<file path="src/rtl/boot_loader_pkg.sv">
// Shared types and constants for the boot loader: FSM states and frame/byte geometry.
package boot_loader_pkg;

  localparam int BYTE_W     = 8;
  localparam int WORD_BYTES = 2;
  localparam int LEN_BYTES  = 2;
  localparam int CSUM_BYTES = 1;
  localparam int WORD_W     = WORD_BYTES * BYTE_W;
  localparam int LEN_W      = LEN_BYTES * BYTE_W;
  localparam int CSUM_W     = CSUM_BYTES * BYTE_W;

  typedef enum logic [3:0] {
    S_Idle,
    S_LenHi,
    S_LenLo,
    S_DataHi,
    S_DataLo,
    S_Write,
    S_Check,
    S_Run,
    S_Halted,
    S_Error
  } state_t;

endpackage

</file>
<file path="src/rtl/loader_word_assembler.sv">
// Byte-to-word assembly (high byte first) plus running XOR checksum; registers update on the
// enabling cycle's edge, no backpressure of its own (the FSM gates every enable with a transfer).
module loader_word_assembler
  import boot_loader_pkg::*;
(
  input  logic              Clk,
  input  logic              Reset,
  input  logic [BYTE_W-1:0] byte_dat,
  input  logic              hi_en,
  input  logic              lo_en,
  input  logic              csum_clr,
  input  logic              csum_en,
  output logic [BYTE_W-1:0] hi_dat,
  output logic [WORD_W-1:0] word_dat,
  output logic [CSUM_W-1:0] csum
);

  logic [BYTE_W-1:0] hi_q;
  logic [BYTE_W-1:0] lo_q;
  logic [CSUM_W-1:0] csum_q;

  always_ff @(posedge Clk or negedge Reset) begin
    if (!Reset) begin
      hi_q   <= '0;
      lo_q   <= '0;
      csum_q <= '0;
    end else begin
      if (hi_en) hi_q <= byte_dat;
      if (lo_en) lo_q <= byte_dat;
      if (csum_clr)     csum_q <= '0;
      else if (csum_en) csum_q <= csum_q ^ byte_dat;
    end
  end

  assign hi_dat   = hi_q;
  assign word_dat = {hi_q, lo_q};
  assign csum     = csum_q;

endmodule

</file>
<file path="src/rtl/boot_loader.sv">
// Loads a framed byte stream into CPU memory while holding the CPU in reset, then releases it.
// Last data byte to write strobe: 1 cycle; Rx_Ready low outside receive states and in S_Write.
module boot_loader
  import boot_loader_pkg::*;
#(
  parameter int DataWidth = WORD_W,
  parameter int AddrWidth = 8
) (
  input  logic                 Clk,
  input  logic                 Reset,
  input  logic                 Start,
  input  logic [7:0]           Rx_Data,
  input  logic                 Rx_Valid,
  output logic                 Rx_Ready,
  output logic [AddrWidth-1:0] Mem_Addr,
  output logic [DataWidth-1:0] Mem_Data,
  output logic                 Mem_Wr,
  output logic                 Cpu_Reset,
  input  logic                 Cpu_Halt,
  output logic                 Busy,
  output logic                 Done,
  output logic                 Error
);

  localparam logic [LEN_W-1:0]     MaxWords = LEN_W'(2 ** AddrWidth);
  localparam logic [AddrWidth:0]   CntOne   = {{AddrWidth{1'b0}}, 1'b1};
  localparam logic [AddrWidth-1:0] AddrOne  = {{(AddrWidth-1){1'b0}}, 1'b1};

  state_t state_q, state_n;

  logic [AddrWidth-1:0] addr_q;
  logic [AddrWidth:0]   cnt_q;
  logic [AddrWidth:0]   n_q;
  logic                 cpu_rst_q;

  logic                 xfer;
  logic                 hi_en, lo_en, csum_clr, csum_en;
  logic [BYTE_W-1:0]    asm_hi;
  logic [WORD_W-1:0]    asm_word;
  logic [CSUM_W-1:0]    asm_csum;
  logic [LEN_W-1:0]     len_word;
  logic [AddrWidth:0]   cnt_next;
  logic                 last_word;

  assign xfer      = Rx_Valid & Rx_Ready;
  assign len_word  = {asm_hi, Rx_Data};
  assign cnt_next  = cnt_q + CntOne;
  assign last_word = (cnt_next == n_q);

  loader_word_assembler u_asm (
    .Clk      (Clk),
    .Reset    (Reset),
    .byte_dat (Rx_Data),
    .hi_en    (hi_en),
    .lo_en    (lo_en),
    .csum_clr (csum_clr),
    .csum_en  (csum_en),
    .hi_dat   (asm_hi),
    .word_dat (asm_word),
    .csum     (asm_csum)
  );

  always_comb begin
    state_n  = state_q;
    Rx_Ready = 1'b0;
    hi_en    = 1'b0;
    lo_en    = 1'b0;
    csum_clr = 1'b0;
    csum_en  = 1'b0;
    case (state_q)
      S_Idle, S_Halted, S_Error: begin
        if (Start) begin
          state_n  = S_LenHi;
          csum_clr = 1'b1;
        end
      end
      S_LenHi: begin
        Rx_Ready = 1'b1;
        if (xfer) begin
          hi_en   = 1'b1;
          state_n = S_LenLo;
        end
      end
      S_LenLo: begin
        Rx_Ready = 1'b1;
        if (xfer) begin
          if (len_word > MaxWords)  state_n = S_Error;
          else if (len_word == '0)  state_n = S_Check;
          else                      state_n = S_DataHi;
        end
      end
      S_DataHi: begin
        Rx_Ready = 1'b1;
        if (xfer) begin
          hi_en   = 1'b1;
          csum_en = 1'b1;
          state_n = S_DataLo;
        end
      end
      S_DataLo: begin
        Rx_Ready = 1'b1;
        if (xfer) begin
          lo_en   = 1'b1;
          csum_en = 1'b1;
          state_n = S_Write;
        end
      end
      S_Write: state_n = last_word ? S_Check : S_DataHi;
      S_Check: begin
        Rx_Ready = 1'b1;
        if (xfer) state_n = (Rx_Data == asm_csum) ? S_Run : S_Error;
      end
      S_Run: begin
        if (!Cpu_Halt) state_n = S_Halted;
      end
      default: state_n = S_Idle;
    endcase
  end

  always_ff @(posedge Clk or negedge Reset) begin
    if (!Reset) begin
      state_q   <= S_Idle;
      addr_q    <= '0;
      cnt_q     <= '0;
      n_q       <= '0;
      cpu_rst_q <= 1'b0;
    end else begin
      state_q   <= state_n;
      // Registered so the CPU reset release cannot glitch on FSM decode.
      cpu_rst_q <= (state_n == S_Run) || (state_n == S_Halted);
      if (state_q == S_LenLo && xfer) begin
        n_q    <= len_word[AddrWidth:0];
        addr_q <= '0;
        cnt_q  <= '0;
      end else if (state_q == S_Write) begin
        cnt_q <= cnt_next;
        // Hold on the final word so a full image leaves the address at the top, not 0.
        if (!last_word) addr_q <= addr_q + AddrOne;
      end
    end
  end

  assign Mem_Addr  = addr_q;
  assign Mem_Data  = asm_word;
  assign Mem_Wr    = (state_q != S_Write);
  assign Cpu_Reset = cpu_rst_q;
  assign Busy      = (state_q == S_LenHi) || (state_q == S_LenLo) || (state_q == S_DataHi) ||
                     (state_q == S_DataLo) || (state_q == S_Write) || (state_q == S_Check);
  assign Done      = (state_q == S_Halted);
  assign Error     = (state_q == S_Error);

endmodule

</file>
<file path="config.mk">
export PLATFORM = sky130hd
export DESIGN_NAME = boot_loader
export DESIGN_NICKNAME = d
export VERILOG_FILES = /design/src/rtl/boot_loader_pkg.sv /design/src/rtl/loader_word_assembler.sv /design/src/rtl/boot_loader.sv
export SDC_FILE = /design/constraint.sdc
export NUM_CORES = 1
export LEC_CHECK = 0
export ABC_AREA = 0
export CAP_MARGIN = 5
export CORE_MARGIN = 1
export CORE_UTILIZATION = 59
export CTS_CLUSTER_DIAMETER = 120
export CTS_CLUSTER_SIZE = 30
export DETAILED_ROUTE_END_ITERATION = 6
export GPL_ROUTABILITY_DRIVEN = 0
export PLACE_DENSITY = 0.85
export SYNTH_ARGS = -nofsm -noshare
export SYNTH_HDL_FRONTEND = slang
export SYNTH_HIERARCHICAL = 1
export SYNTH_SLANG_ARGS = --single-unit
</file>
<file path="constraint.sdc">
create_clock -name Clk -period 4.6 [get_ports Clk]
set_input_delay 0.46 -clock Clk [delete_from_list [all_inputs] [get_ports Clk]]
set_output_delay 0.46 -clock Clk [all_outputs]
set_load 0.01 [all_outputs]
</file>
==> results.cfg <==
[power]
total_leakage_power_nw = 1.54
irDropWorstVdd_mv = 0.354
power_mw = 2.38
power.density_mw_per_mm2 = 651

[synth]
synth_mux_area_share_pct = 6.65
netlist.top_cell.by_area = dfrtp_1
synth.cell_area_mm2 = 0.00318
async_reset_ff_share_pct = 100
synth_area_leaders = dfrtp_1 (43%), nand2_1 (5.1%), xnor2_1 (4.4%)
netlist-cell-type-count = 55
yosys_warnings = 6
synthesis.nets = 346
synth_cells = 331
synth_top_family_by_area = simple AND/OR/NAND/NOR gates
synth-adder-area-share_pct = 0.786
avgSynthCellArea_um2 = 9.61
synth_xor_xnor_area_share_pct = 7.63
yosysSeqAreaShare_pct = 43.3
synth_top_area_share_pct = 43.3
synthFlopType = dfrtp_1
synth_compound_area_share_pct = 14.4
ys_ff_latch = 55
synth_edf_count = 0
synth-simple-area-share_pct = 21.4

[floorplanning]
rows = 26
start_util_pct = 61.9
fp.dieW_um = 75.4
core_mm2 = 0.00514
die_area_mm2 = 0.00569
die_h_um = 75.4
io_pins = 43

[worst_setup_path]
crit_path_top_delay_cell = dfrtp_1
max_stage_delay_ns = 0.69
cp-start-kind = flop
crit_required_ns = 4.14
end_kind = output pin
worstSetupPathType = reg -> out
arrival_ns = 2.39
path_max_fanout = 18
crit_chain = nand2b_1, nor3_4, inv_1, o21ai_0, clkdlybuf4s50_1

[route]
routedWlPerCell_um = 16.3
drt-met1-wl_um = 2910
dr.pass1.iters = 4
drtIter0Drc = 193
ant_nets = 0
met3WireLength_um = 366
drc = 0
wl_met2_um = 3520
routed_via_density = 5.89
dr.max_layer_used = met4
num_vias = 2503
routed_wl_um = 6910

[finish]
final_nets = 369
n_antenna_cell = 0
area_growth_pct = 15.1
drive_gt1_share_pct = 8.17
fin_cells = 425

[cts]
cts.path.max_buffers = 2
cts.sinks = 55
cts_buffers = 5
hold_buffers = 0
h-tree-depth = 2
insertion_delay_ns = 0.30
cts_root_buffer = clkbuf_8
post_cts_buffers = 0
cts_tree = done
clkSlewWorstSetupHoldPaths_ns = 0.10
cts.repair.resized = 0

[place]
post-place-ws_ns = 1.96
hpwl_um = 4810
io_buffers = 42
dp.cells = 417

[sta]
relSlewSlack_pct = 19.8
hold_viol_final = 0
clock_skew_ns = 0.00396
post-route-min-period_ns = 2.85
setup_viol = 0
fin_tns_setup_ns = 0
period_share_pct = 61.9
rsz0062_at_grt = no
max_freq_ghz = 0.351
slew_viol_final = 0
setup_ws_ns = 1.75
worstMarginPinSlew_ns = 1.20

[global_route]
grt_max_degree = 56
grt_pass1_vias = 2388
antenna_found_initial = 0
grt_pass1_wl_um = 11100
track_usage_pct = 26.3
gr-total-overflow = 0

[hold_path]
worst_hold_path_type = in -> async

[run_status]
status = finished, final reports clean

[flow_run]
maxCapViolations = 0
[where the power goes]
group | leakage, nW | switching (mW) | internal, mW
sequential | 0.711 | 0.265 | 0.694
combinational | 0.758 | 0.485 | 0.566
clock | 0.0654 | 0.157 | 0.218
total | 1.54 | 0.907 | 1.48
[layout by cell type, fill, tap and decap left out, types with 7 or more instances in the layout]
master,instances
or3_1,7
mux2_2,8
nand3b_1,8
nand3_1,10
nor3_1,7
xor2_1,9
nor2b_1,7
xnor2_1,16
o21ai_0,12
mux2_1,9
nand2_1,43
inv_1,7
clkdlybuf4s50_1,41
dfrtp_1,55
a21oi_1,19
nor2_1,18
[worst max-delay path: cells and delay by family, from the launching register on]
family          cells  cell delay, ns
compound gates      1            0.12
simple gates        2            0.51
buf+inv             2            0.76
flops               1            0.69
[routing by layer]
layer | track usage [%] | vias up
met3 | 4.23 | 10
met2 | 45.2 | 83
met1 | 34.0 | 1214
met4 | 8.85 | 0
met5 | 0 | -
li1 | - | 1196
[per-stage QoR]
stage                     cell area [um2]  hold WS (ns)  utilization, %
after CTS                            3660         0.302            71.3
after detailed placement             3530         0.484            68.7
final                                3660         0.247            71.3
after global routing                 3660         0.333            71.3
after floorplan                      3180         0.164               -
after global placement               3530         0.470            68.7
[synthesized netlist by cell type, types with 2 or more instances]
| cell type | count |
|---|---|
| dfrtp_1 | 55 |
| nand2_1 | 43 |
| a21oi_1 | 19 |
| nor2_1 | 18 |
| xnor2_1 | 16 |
| o21ai_0 | 12 |
| clkbuf_1 | 11 |
| buf_4 | 10 |
| nand3_1 | 10 |
| mux2_1 | 9 |
| xor2_1 | 9 |
| mux2_2 | 8 |
| nand3b_1 | 8 |
| inv_1 | 7 |
| nor2b_1 | 7 |
| nor3_1 | 7 |
| or3_1 | 7 |
| a21bo_2 | 6 |
| o31ai_1 | 6 |
| and3_1 | 5 |
| nand2b_1 | 5 |
| nand4_1 | 5 |
| nor3b_1 | 4 |
| a211oi_1 | 3 |
| a31oi_1 | 3 |
| buf_2 | 3 |
| nor4_1 | 3 |
| a21bo_1 | 2 |
| and2_1 | 2 |
| ha_1 | 2 |
| mux2i_1 | 2 |
[sequential cells by signal (all words and copies together), names as in the netlist]
register      count
state_q           4
n_q               9
u_asm/csum        8
Mem_Addr          8
cnt_q             9
Cpu_Reset         1
u_asm/lo_q        8
u_asm/hi_dat      8
[final timing paths]
check                                   start            end  slack (ns)  cells after the start
min in group Clk                u_asm/lo_q[3]  u_asm/lo_q[3]        0.50                      1
worst max-delay path               state_q[2]           Busy        1.75                      5
worst max register to register       cnt_q[0]      Cpu_Reset        1.96                      8
worst min-delay path                    Reset     state_q[1]        0.25                      2
worst min register to register  u_asm/lo_q[3]  u_asm/lo_q[3]        0.50                      1
max in group asynchronous               Reset  u_asm/lo_q[2]        3.86                      2
[final cells by class]
type | count | area, um2
multi-input combinational | 242 | 1620
clock inverter | 2 | 60.1
timing repair buffer | 43 | 423
inverter | 7 | 26.3
fill | 410 | 1480
sequential | 55 | 1380
clock buffer | 6 | 72.6
tap | 70 | 87.6
[cells by family (layout without fill, tap and decap cells)]
kind of cell    after synthesis  count (layout)
compound gates               65              65
mux                          19              19
buf+inv                      34              58
fa+ha+maj                     2               2
simple gates                130             130
flops                        55              55
xor+xnor                     26              26
Power figures use the tool's default switching activity.
